**config.mk**
```make
export PLATFORM = sky130hd
export DESIGN_NAME = mem_stage
export DESIGN_NICKNAME = d
export VERILOG_FILES = /design/src/rtl/mem_stage_pkg.sv /design/src/rtl/mem_stage_ext.sv /design/src/rtl/mem_stage.sv
export SDC_FILE = /design/constraint.sdc
export NUM_CORES = 1
export LEC_CHECK = 0
export ABC_CLOCK_PERIOD_IN_PS = 11300
export CORE_MARGIN = 5
export CORE_UTILIZATION = 51
export DETAILED_ROUTE_END_ITERATION = 10
export DONT_BUFFER_PORTS = 1
export GPL_ROUTABILITY_DRIVEN = 0
export PLACE_DENSITY = 0.78
export SLEW_MARGIN = 20
export SYNTH_ARGS = -nofsm -noshare
export SYNTH_HDL_FRONTEND = slang
export SYNTH_SLANG_ARGS = --single-unit
```
**constraint.sdc**
```tcl
create_clock -name clk -period 11.3 [get_ports clk]
set_input_delay 2.26 -clock clk [delete_from_list [all_inputs] [get_ports clk]]
set_output_delay 2.26 -clock clk [all_outputs]
set_load 0.03 [all_outputs]
```
**src/rtl/mem_stage_pkg.sv**
```systemverilog
// Shared load/store aluop encodings, bus typedefs and transfer-size helpers
// for the RV32I memory-access stage.
package mem_stage_pkg;

  localparam int DEF_MEM_ADDR_W = 17;
  localparam int DEF_AOP_W      = 8;

  typedef logic [31:0] reg_bus_t;
  typedef logic [4:0]  reg_addr_bus_t;
  typedef logic [7:0]  alu_op_bus_t;

  localparam logic RST_ENABLE = 1'b1;

  localparam alu_op_bus_t EXE_LB_OP  = 8'h20;
  localparam alu_op_bus_t EXE_LH_OP  = 8'h21;
  localparam alu_op_bus_t EXE_LW_OP  = 8'h23;
  localparam alu_op_bus_t EXE_LBU_OP = 8'h24;
  localparam alu_op_bus_t EXE_LHU_OP = 8'h25;
  localparam alu_op_bus_t EXE_SB_OP  = 8'h28;
  localparam alu_op_bus_t EXE_SH_OP  = 8'h29;
  localparam alu_op_bus_t EXE_SW_OP  = 8'h2B;

  function automatic logic is_load(input alu_op_bus_t op);
    return (op == EXE_LB_OP) || (op == EXE_LH_OP) || (op == EXE_LW_OP) ||
           (op == EXE_LBU_OP) || (op == EXE_LHU_OP);
  endfunction

  function automatic logic is_store(input alu_op_bus_t op);
    return (op == EXE_SB_OP) || (op == EXE_SH_OP) || (op == EXE_SW_OP);
  endfunction

  // Bytes moved by the op; non-memory codes report 1 so counters stay bounded.
  function automatic logic [2:0] xfer_size(input alu_op_bus_t op);
    if ((op == EXE_LH_OP) || (op == EXE_LHU_OP) || (op == EXE_SH_OP)) return 3'd2;
    if ((op == EXE_LW_OP) || (op == EXE_SW_OP)) return 3'd4;
    return 3'd1;
  endfunction

endpackage

```
**src/rtl/mem_stage_ext.sv**
```systemverilog
// Size/sign extension of the assembled load buffer, keyed by the load aluop.
module mem_stage_ext
  import mem_stage_pkg::*;
(
  input  alu_op_bus_t aluop_i,
  input  logic [31:0] bytes_i,
  output logic [31:0] data_o
);

  always_comb begin
    case (aluop_i)
      EXE_LB_OP:  data_o = {{24{bytes_i[7]}}, bytes_i[7:0]};
      EXE_LH_OP:  data_o = {{16{bytes_i[15]}}, bytes_i[15:0]};
      EXE_LBU_OP: data_o = {24'd0, bytes_i[7:0]};
      EXE_LHU_OP: data_o = {16'd0, bytes_i[15:0]};
      default:    data_o = bytes_i;
    endcase
  end

endmodule

```
**src/rtl/mem_stage.sv**
```systemverilog
// RV32I memory-access stage: byte-serial loads/stores over a synchronous
// byte RAM, stalling the upstream pipeline for the duration of the transfer.
module mem_stage
  import mem_stage_pkg::*;
#(
  parameter int MEM_ADDR_W = DEF_MEM_ADDR_W,
  parameter int AOP_W      = DEF_AOP_W
) (
  input  logic                  clk,
  input  logic                  rst,
  input  logic [4:0]            wd_i,
  input  logic                  wreg_i,
  input  logic [31:0]           data_i,
  input  logic [31:0]           addr_i,
  input  logic [AOP_W-1:0]      aluop_i,
  output logic [4:0]            wd_o,
  output logic                  wreg_o,
  output logic [31:0]           wdata_o,
  output logic                  stall_req_o,
  output logic [MEM_ADDR_W-1:0] ram_addr_o,
  output logic                  ram_wr_o,
  output logic [7:0]            ram_dout_o,
  input  logic [7:0]            ram_din_i
);

  typedef enum logic [1:0] {S_IDLE, S_LOAD, S_STORE, S_DONE} state_e;

  state_e      state_q, state_d;
  logic [1:0]  cnt_q, cnt_d;
  logic [31:0] buf_q, buf_d;
  logic [7:0]  dout_q, dout_d;
  logic [2:0]  n, k, off;
  logic [1:0]  idx;
  logic        ld, st;
  logic [31:0] ext_data;
  logic        unused_addr_hi;

  assign unused_addr_hi = ^addr_i[31:MEM_ADDR_W];
  assign ld  = is_load(aluop_i);
  assign st  = is_store(aluop_i);
  assign n   = xfer_size(aluop_i);
  // cnt wraps 3->0 during a word load; 0 then stands for the fourth byte
  assign k   = (cnt_q == 2'd0) ? 3'd4 : {1'b0, cnt_q};
  assign idx = cnt_q - 2'd1;

  mem_stage_ext u_ext (
    .aluop_i (aluop_i),
    .bytes_i (buf_q),
    .data_o  (ext_data)
  );

  always_comb begin
    state_d     = state_q;
    cnt_d       = cnt_q;
    buf_d       = buf_q;
    dout_d      = dout_q;
    off         = 3'd0;
    wd_o        = wd_i;
    wreg_o      = 1'b0;
    wdata_o     = '0;
    stall_req_o = 1'b0;
    ram_wr_o    = 1'b0;
    case (state_q)
      S_IDLE: begin
        if (ld) begin
          stall_req_o = 1'b1;
          state_d     = S_LOAD;
          cnt_d       = 2'd1;
        end else if (st) begin
          stall_req_o = 1'b1;
          ram_wr_o    = 1'b1;
          dout_d      = data_i[7:0];
          state_d     = (n == 3'd1) ? S_DONE : S_STORE;
          cnt_d       = 2'd1;
        end else begin
          wreg_o  = wreg_i;
          wdata_o = data_i;
        end
      end
      S_LOAD: begin
        stall_req_o                = 1'b1;
        buf_d[{idx, 3'b000} +: 8] = ram_din_i;
        if (k < n) begin
          off   = k;
          cnt_d = cnt_q + 2'd1;
        end else begin
          state_d = S_DONE;
        end
      end
      S_STORE: begin
        stall_req_o = 1'b1;
        ram_wr_o    = 1'b1;
        off         = k;
        dout_d      = data_i[{cnt_q, 3'b000} +: 8];
        if (k == n - 3'd1) state_d = S_DONE;
        else               cnt_d   = cnt_q + 2'd1;
      end
      S_DONE: begin
        // Stores retire without a register write regardless of wreg_i
        if (!st) begin
          wreg_o  = wreg_i;
          wdata_o = ext_data;
        end
        state_d = S_IDLE;
        cnt_d   = 2'd0;
      end
      default: state_d = S_IDLE;
    endcase
    ram_dout_o = dout_d;
    ram_addr_o = addr_i[MEM_ADDR_W-1:0] + MEM_ADDR_W'(off);
    if (rst == RST_ENABLE) begin
      wd_o        = '0;
      wreg_o      = 1'b0;
      wdata_o     = '0;
      stall_req_o = 1'b0;
      ram_addr_o  = '0;
      ram_wr_o    = 1'b0;
      ram_dout_o  = '0;
    end
  end

  always_ff @(posedge clk) begin
    if (rst == RST_ENABLE) begin
      state_q <= S_IDLE;
      cnt_q   <= 2'd0;
      buf_q   <= '0;
      dout_q  <= '0;
    end else begin
      state_q <= state_d;
      cnt_q   <= cnt_d;
      buf_q   <= buf_d;
      dout_q  <= dout_d;
    end
  end

endmodule

```
==> impl_metrics.tcl, run 1 <==
set metrics [dict create \
    run_status "completed" \
    grt_usage_pct 24.0 \
    grt_max_degree 70 \
    rsz0062_at_grt "false" \
    drive_gt1_share_pct 10.4 \
    synth_cell_type_count 49 \
    min_path_cells 2 \
    setup-violations-final 0 \
    ios 153 \
    synth_edf_count 0 \
    clkLatencyLatePin_ns 0.30 \
    report.final.slew_viol_count 0 \
    syn-num-nets 555 \
    skew_ns 0.0109 \
    die_y_um 92.2 \
    p_int_w 0.000325 \
    fmax_mhz 123 \
    tightestPinTransition_ns 0.903 \
    drc 0 \
    switching_share_pct 48.2 \
    reg2reg_slack_ns 7.96 \
    start_util_pct 51.6 \
    cts-root-buf "clkbuf_8" \
    irDropWorstVdd_mv 0.0788 \
    port_buffers 0 \
    overflow 0 \
    post_cts_resized 0 \
    ys.flop_type "dfxtp_1" \
    clock-sinks 44 \
    power_frac_seq_pct 30.2 \
    synth_top_area_cell "dfxtp_1" \
    crit_type "in -> out" \
    diodes 0 \
    detailed_place_hpwl_um 8060 \
    synth_warnings 0 \
    startpoint_type "primary input" \
    hold_viol 0 \
    switchingPower_w 0.000302 \
    cts_buffer_depth 2 \
    grt_pass1_vias 3051 \
    end_kind "output port" \
    min_period_ns 8.15 \
    timing.final.crit_share_pct 72.1 \
    postCtsSetupRepairBufs 0 \
    cap_violations 0 \
    ys_ff_latch 44 \
    cts_tree "done" \
    core_um2 6680 \
    ant_nets 0 \
    fin_setup_tns_ns 0 \
    p_comb_share_pct 50.4 \
    hold_buffers 0 \
    die_x_um 92.2 \
    reg2reg_depth 10 \
    dr.pass1.iters 5 \
    netlist_instances 450 \
    die_area_um2 8510 \
    synth_area_um2 3450 \
    fp-row-count 30 \
    cp.required_ns 9.04 \
    synthArstFlopShare_pct 0 \
    numCtsBuffers 5 \
    routedWlPerCell_um 21.0 \
    whs_ns 0.506 \
    vias 3476 \
    antenna_found_initial 0 \
    clkPwrFrac_pct 19.4 \
    hold_class "reg -> reg" \
    synth.top_cell.area_share_pct 25.5 \
    p_leak_nw 1.24 \
    crit_fanout 12 \
    htree_levels 2 \
    drt_wl_total_um 10800 \
    fin_nets 536 \
    grt_pass1_wl_um 16600 \
    powerDensity_nw_per_um2 175 \
    path_clk_slew_ns 0.08 \
    synth_common_cells "nor2_1 (62), nand2_1 (49), a22oi_1 (48), dfxtp_1 (44), a21oi_1 (36)" \
    synth_seq_area_share_pct 25.5 \
    synth.most_common_cell "nor2_1" \
    avgSynthCellArea_um2 7.66 \
    synth_area_leaders "dfxtp_1 (26%), a22oi_1 (10%), nor2_1 (6.7%)" \
    drtIter0Drc 548 \
    vias_per_cell 6.79 \
    cp.arrival_ns 5.89 \
    area_growth_syn_to_layout_pct 3.81 \
    slew_headroom_pct 39.3 \
]
==> stage by stage <==
step	instances	util (%)	total power [W]	cell area, um^2	worst slack (ns)
after floorplan	450	-	0.000463	3450	3.39
after global placement	504	51.8	0.000496	3460	3.22
after detailed placement	504	51.9	0.000504	3460	3.16
after CTS	512	53.5	0.000625	3570	3.12
after global routing	512	53.6	0.000658	3580	2.83
final	512	53.6	0.000627	3580	3.15
==> worst max-delay path, cell delays in order <==
cell	delay, ns
nor4b_2	0.25
buf_4	0.22
nand2_1	0.07
ha_1	0.32
a21boi_0	0.14
a221oi_1	0.42
o21ai_0	0.24
nor2_1	0.24
ha_1	0.27
a21o_1	0.18
a21oi_1	0.51
nor4b_1	0.16
xnor2_1	0.16
nor2_1	0.44
==> path summary, 6_finish.rpt <==
kind | from | endpoint
hold reg to reg | buf_q[25] | buf_q[25]
setup / recovery | aluop_i[4] | ram_addr_o[9]
hold / removal | buf_q[25] | buf_q[25]
setup reg to reg | cnt_q[0] | cnt_q[0]
==> flip-flops by register name, summed over array words and instances (netlist names) <==
register and flops:
dout_q 8, buf_q 32, state_q 2, cnt_q 2
==> cell families after synthesis <==
group,synth area share (%)
compound gates,28.0
simple gates,23.9
flops,25.5
xor+xnor,3.05
fa+ha+maj,6.39
mux,8.13
buf+inv,4.97
==> routing by layer <==
layer | share of wire, % | wire [um] | vias up | global-route usage (%)
met3 | 11 | 1230 | 24 | 7.05
li1 | - | - | 1599 | -
met2 | 48 | 5120 | 209 | 38.0
met4 | 2.0 | 216 | 0 | 4.83
met5 | 0 | 0 | - | 0
met1 | 39 | 4200 | 1644 | 32.5
==> layout make-up <==
type                            count  area [um^2]
Inverter                           10         37.5
Tap cell                           80          100
Clock inverter                      2         35.0
Fill cell                         637         3100
Clock buffer                        6         72.6
Multi-Input combinational cell    365         2420
Timing Repair Buffer                5         37.5
Sequential cell                    44          881
==> power by group through the flow <==
stage	combinational, W	sequential (W)	clock [W]
after floorplan	0.000282	0.000181	0
after global placement	0.000304	0.000192	0
after detailed placement	0.000311	0.000193	0
after CTS	0.000312	0.000189	0.000123
after global routing	0.000337	0.000192	0.000129
final	0.000316	0.000189	0.000122
==> layout by cell type, fill, tap and decap left out, types with 8 or more instances in the layout <==
cell | netlist | layout
a21o_1 | 10 | 10
a21oi_1 | 36 | 36
a21oi_2 | 8 | 8
a22oi_1 | 48 | 48
dfxtp_1 | 44 | 44
ha_1 | 16 | 16
inv_1 | 10 | 10
mux2_2 | 8 | 8
mux4_2 | 8 | 8
nand2_1 | 49 | 49
nor2_1 | 62 | 62
nor2b_1 | 9 | 9
o21ai_0 | 31 | 31
xnor2_1 | 9 | 9
No activity file was read; power rests on OpenSTA's default activity.
==> inputs of run 2 (changes only) <==
--- a/config.mk
+++ b/config.mk
@@ -5,7 +5,7 @@
 export SDC_FILE = /design/constraint.sdc
 export NUM_CORES = 1
 export LEC_CHECK = 0
-export ABC_CLOCK_PERIOD_IN_PS = 11300
+export ABC_CLOCK_PERIOD_IN_PS = 7700
 export CORE_MARGIN = 5
 export CORE_UTILIZATION = 51
 export DETAILED_ROUTE_END_ITERATION = 10
==> constraint.sdc (replaced) <==
create_clock -name clk -period 7.7 [get_ports clk]
set_input_delay 1.54 -clock clk [delete_from_list [all_inputs] [get_ports clk]]
set_output_delay 1.54 -clock clk [all_outputs]
set_load 0.03 [all_outputs]
==> run 2 against run 1 <==
Net effect:
- register-to-register slack lost 3.4 ns
- sequential cell count is the same
- core utilization grew 0.34 points
- final area grew 0.63%
==> impl_metrics.tcl, run 2 (synthesis results as in run 1) <==
set metrics [dict create \
    startpoint_type "primary input" \
    run_status "completed" \
    drc 0 \
    area_growth_syn_to_layout_pct 4.46 \
    mostFrequentLayoutCells "nor2_1 (62), nand2_1 (49), a22oi_1 (48)" \
    min_path_cells 2 \
    hold_class "reg -> reg" \
    numCtsBuffers 5 \
    hold_buffers 0 \
    diodes 0 \
    die_area_um2 8510 \
    grt_pass1_wl_um 16700 \
    reg_top3 "buf_q: 32 flops, dout_q: 8 flops" \
    instances_no_fill 514 \
    cap_violations 0 \
    die_y_um 92.2 \
    path_clk_slew_ns 0.08 \
    report.final.slew_viol_count 0 \
    reg2reg_depth 10 \
    grt_pass1_vias 3171 \
    irDropWorstVdd_mv 0.160 \
    grt_max_degree 70 \
    tightestPinTransition_ns 0.903 \
    fin_setup_tns_ns 0 \
    powerDensity_nw_per_um2 260 \
    die_x_um 92.2 \
    crit_type "in -> out" \
    rsz0062_at_grt "false" \
    fin_nets 538 \
    antenna_found_initial 0 \
    routedWlPerCell_um 20.7 \
    core_um2 6680 \
    clock-sinks 44 \
    dr.pass1.iters 6 \
    drive_gt1_share_pct 10.8 \
    overflow 0 \
    cp.arrival_ns 5.16 \
    fmax_mhz 149 \
    postCtsSetupRepairBufs 0 \
    final_common_cell "nor2_1" \
    crit_fanout 12 \
    port_buffers 0 \
    slew_headroom_pct 39.3 \
    skew_ns 0.00522 \
    ios 153 \
    detailed_place_hpwl_um 8100 \
    regMostFlops "buf_q" \
    cts_buffer_depth 2 \
    setup-violations-final 0 \
    start_util_pct 51.6 \
    hold_viol 0 \
    drtIter0Drc 385 \
    largest_reg_flops 32 \
    vias 3473 \
    ant_nets 0 \
    fp-row-count 30 \
    timing.final.crit_share_pct 87.0 \
    p_leak_nw 1.25 \
    post_cts_resized 0 \
    drt_wl_total_um 10600 \
    p_total_w 0.000937 \
    htree_levels 2 \
    grt_usage_pct 24.3 \
    clkLatencyLatePin_ns 0.30 \
    cts-root-buf "clkbuf_8" \
    min_period_ns 6.70 \
    end_kind "output port" \
    dp_cells 506 \
    cp.required_ns 6.16 \
    vias_per_cell 6.76 \
    cts_tree "done" \
]
[run 2: changes by cell type in the layout (fill, tap and decap cells not counted), sizes merged]
cell,previous run,this run
buf,5,7
[run 2: per-layer routing]
metal	vias up	GRT usage (%)	wire length, um
met2	188	38.5	5050
met5	-	0	0
met3	20	6.56	1090
li1	1609	-	-
met1	1656	32.8	4250
met4	0	5.82	239
[run 2: worst paths after layout]
kind	start	endpoint	slack [ns]
worst max-delay path	aluop_i[4]	ram_addr_o[13]	1.00
worst min-delay path	buf_q[23]	buf_q[23]	0.51
worst max register to register	cnt_q[1]	cnt_q[0]	4.55
worst min register to register	buf_q[23]	buf_q[23]	0.51
[run 2: area by class of cell]
class                      count  area (um^2)
sequential                    44          881
clock inverter                 2         38.8
multi-input combinational    365         2410
clock buffer                   6         82.6
fill                         622         3080
tap                           80          100
inverter                      10         37.5
timing repair buffer           7         52.6
[run 2: where the power goes]
| group | switching [W] | total (W) | internal (W) |
|---|---|---|---|
| logic | 0.000349 | 0.000482 | 0.000134 |
| registers | 0.0000143 | 0.000264 | 0.000250 |
| clock network | 0.0000839 | 0.000190 | 0.000106 |
| total | 0.000447 | 0.000937 | 0.000490 |
[run 2: critical path, stage by stage]
cell and delay [ns]:
nor4b_2 0.25, buf_4 0.22, nand2_1 0.07, ha_1 0.32, a21boi_0 0.14, a221oi_1 0.44
o21ai_0 0.25, nor2_1 0.22, ha_1 0.26, a21o_1 0.17, a21oi_1 0.50, nor4b_1 0.15
xnor2_1 0.15, nor2_1 0.46
[run 2: stage by stage]
step | util [%] | hold slack, ns | instance area, um^2 | worst slack, ns
after floorplan | - | 0.470 | 3450 | 1.23
final | 53.9 | 0.507 | 3600 | 1.00
after global placement | 52.0 | 0.482 | 3470 | 1.06
after global routing | 53.9 | 0.539 | 3600 | 0.609
after CTS | 53.8 | 0.515 | 3590 | 1.04
after detailed placement | 52.0 | 0.493 | 3470 | 1.04
==> inputs of run 3 (changes only) <==
--- a/config.mk
+++ b/config.mk
@@ -6,12 +6,14 @@
 export NUM_CORES = 1
 export LEC_CHECK = 0
 export ABC_CLOCK_PERIOD_IN_PS = 7700
+export CAP_MARGIN = 20
 export CORE_MARGIN = 5
 export CORE_UTILIZATION = 51
 export DETAILED_ROUTE_END_ITERATION = 10
 export DONT_BUFFER_PORTS = 1
 export GPL_ROUTABILITY_DRIVEN = 0
 export PLACE_DENSITY = 0.78
+export RECOVER_POWER = 100
 export SLEW_MARGIN = 20
 export SYNTH_ARGS = -nofsm -noshare
 export SYNTH_HDL_FRONTEND = slang
==> run 3 against run 2 <==
Net effect:
- setup slack worse by 0.25 ns
- largest power group unchanged
- sequential power about the same
- critical endpoint unchanged
- highest routed layer unchanged
- sequential share of layout area up 0.40 points
==> impl_metrics.tcl, run 3 (synthesis results as in run 1) <==
set metrics [dict create \
    start_util_pct 51.6 \
    clkLatencyLatePin_ns 0.30 \
    hold_buffers 0 \
    switchingPower_w 0.000443 \
    fmax_mhz 144 \
    grt_usage_pct 24.3 \
    hold_viol 0 \
    overflow 0 \
    grt_pass1_wl_um 16700 \
    detailed_place_hpwl_um 8100 \
    run_status "completed" \
    diodes 0 \
    grt_max_degree 70 \
    wl_met3_um 1110 \
    numCtsBuffers 5 \
    vias_per_cell 6.73 \
    drtIter0Drc 376 \
    die_x_um 92.2 \
    port_buffers 0 \
    cp.arrival_ns 5.41 \
    final_common_cell "nor2_1" \
    fin_setup_tns_ns 0 \
    clock-sinks 44 \
    power_frac_seq_pct 28.5 \
    regMostFlops "buf_q" \
    cts-root-buf "clkbuf_8" \
    min_period_ns 6.95 \
    postCtsSetupRepairBufs 0 \
    die_area_um2 8510 \
    htree_levels 2 \
    fp-row-count 30 \
    hold_class "reg -> reg" \
    path_clk_slew_ns 0.08 \
    routedWlPerCell_um 20.7 \
    mostFrequentLayoutCells "nor2_1 (62), nand2_1 (49), a22oi_1 (48)" \
    wl_met2_um 5120 \
    grt_pass1_vias 3171 \
    cts_buffer_depth 2 \
    met1_length_um 4230 \
    slew_headroom_pct 17.6 \
    crit_type "in -> out" \
    p_total_w 0.000927 \
    clkPwrFrac_pct 20.6 \
    vias 3458 \
    drc 0 \
    report.final.slew_viol_count 0 \
    crit_fanout 12 \
    startpoint_type "primary input" \
    skew_ns 0.00547 \
    rsz0062_at_grt "false" \
    whs_ns 0.507 \
    drt_wl_total_um 10700 \
    dr.pass1.iters 5 \
    setup-violations-final 0 \
    tightestPinTransition_ns 1.24 \
    end_kind "output port" \
    post_cts_resized 0 \
    switching_share_pct 47.8 \
    fin_nets 538 \
    top_layer_used "met4" \
    ant_nets 0 \
    core_um2 6680 \
    p_comb_share_pct 50.8 \
    antenna_found_initial 0 \
    die_y_um 92.2 \
    reg_top3 "buf_q: 32 flops, dout_q: 8 flops" \
    cp.required_ns 6.16 \
    cts_tree "done" \
    drive_gt1_share_pct 7.14 \
    powerDensity_nw_per_um2 261 \
    p_leak_nw 1.23 \
    irDropWorstVdd_mv 0.159 \
    cap_violations 0 \
    ios 153 \
    timing.final.crit_share_pct 90.2 \
    area_growth_syn_to_layout_pct 2.79 \
    largest_reg_flops 32 \
    p_int_w 0.000484 \
]
## run 3: path summary, 6_finish.rpt
| kind | start | end | slack [ns] | cells past startpoint |
|---|---|---|---|---|
| hold / removal | buf_q[23] | buf_q[23] | 0.51 | 2 |
| hold reg to reg | buf_q[23] | buf_q[23] | 0.51 | 2 |
| setup / recovery | aluop_i[4] | ram_addr_o[13] | 0.75 | 14 |
| setup reg to reg | state_q[0] | cnt_q[0] | 4.50 | 7 |
## run 3: worst max-delay path: stages
cell and delay [ns]:
nor4b_2 0.24, clkbuf_1 0.42, nand2_1 0.11, ha_1 0.34, a21boi_0 0.14, a221oi_1 0.44
o21ai_0 0.24, nor2_1 0.22, ha_1 0.26, a21o_1 0.17, a21oi_1 0.50, nor4b_1 0.15
xnor2_1 0.15, nor2_1 0.46
## run 3: through the flow
| step | std cells | util, % | area, um^2 | setup WS, ns |
|---|---|---|---|---|
| floorplan | 450 | - | 3450 | 1.23 |
| global placement | 506 | 52.0 | 3470 | 1.06 |
| detailed placement | 506 | 52.0 | 3470 | 1.04 |
| CTS | 514 | 53.8 | 3590 | 1.04 |
| global route | 514 | 53.1 | 3540 | 0.315 |
| finish | 514 | 53.1 | 3540 | 0.754 |
## run 3: area by class of cell
cell class                 instances  area, um^2
fill                             640        3140
sequential                        44         881
multi-input combinational        365        2370
timing repair buffer               7        33.8
tap                               80         100
inverter                          10        37.5
clock inverter                     2        38.8
clock buffer                       6        82.6
## run 3: metal layers
layer / global-route usage, % / vias up
met1: 32.8 / 1653
met4: 5.82 / 0
li1: - / 1606
met3: 6.56 / 21
met2: 38.5 / 178
met5: 0 / -
## run 3: power by group through the flow
stage          Sequential (W)  Combinational, W  Clock (W)
2_1_floorplan        0.000266          0.000413          0
3_3_place_gp         0.000267          0.000465          0
3_5_place_dp         0.000270          0.000477          0
4_1_cts              0.000264          0.000478   0.000193
5_1_grt              0.000267          0.000506   0.000204
6_report             0.000265          0.000471   0.000191
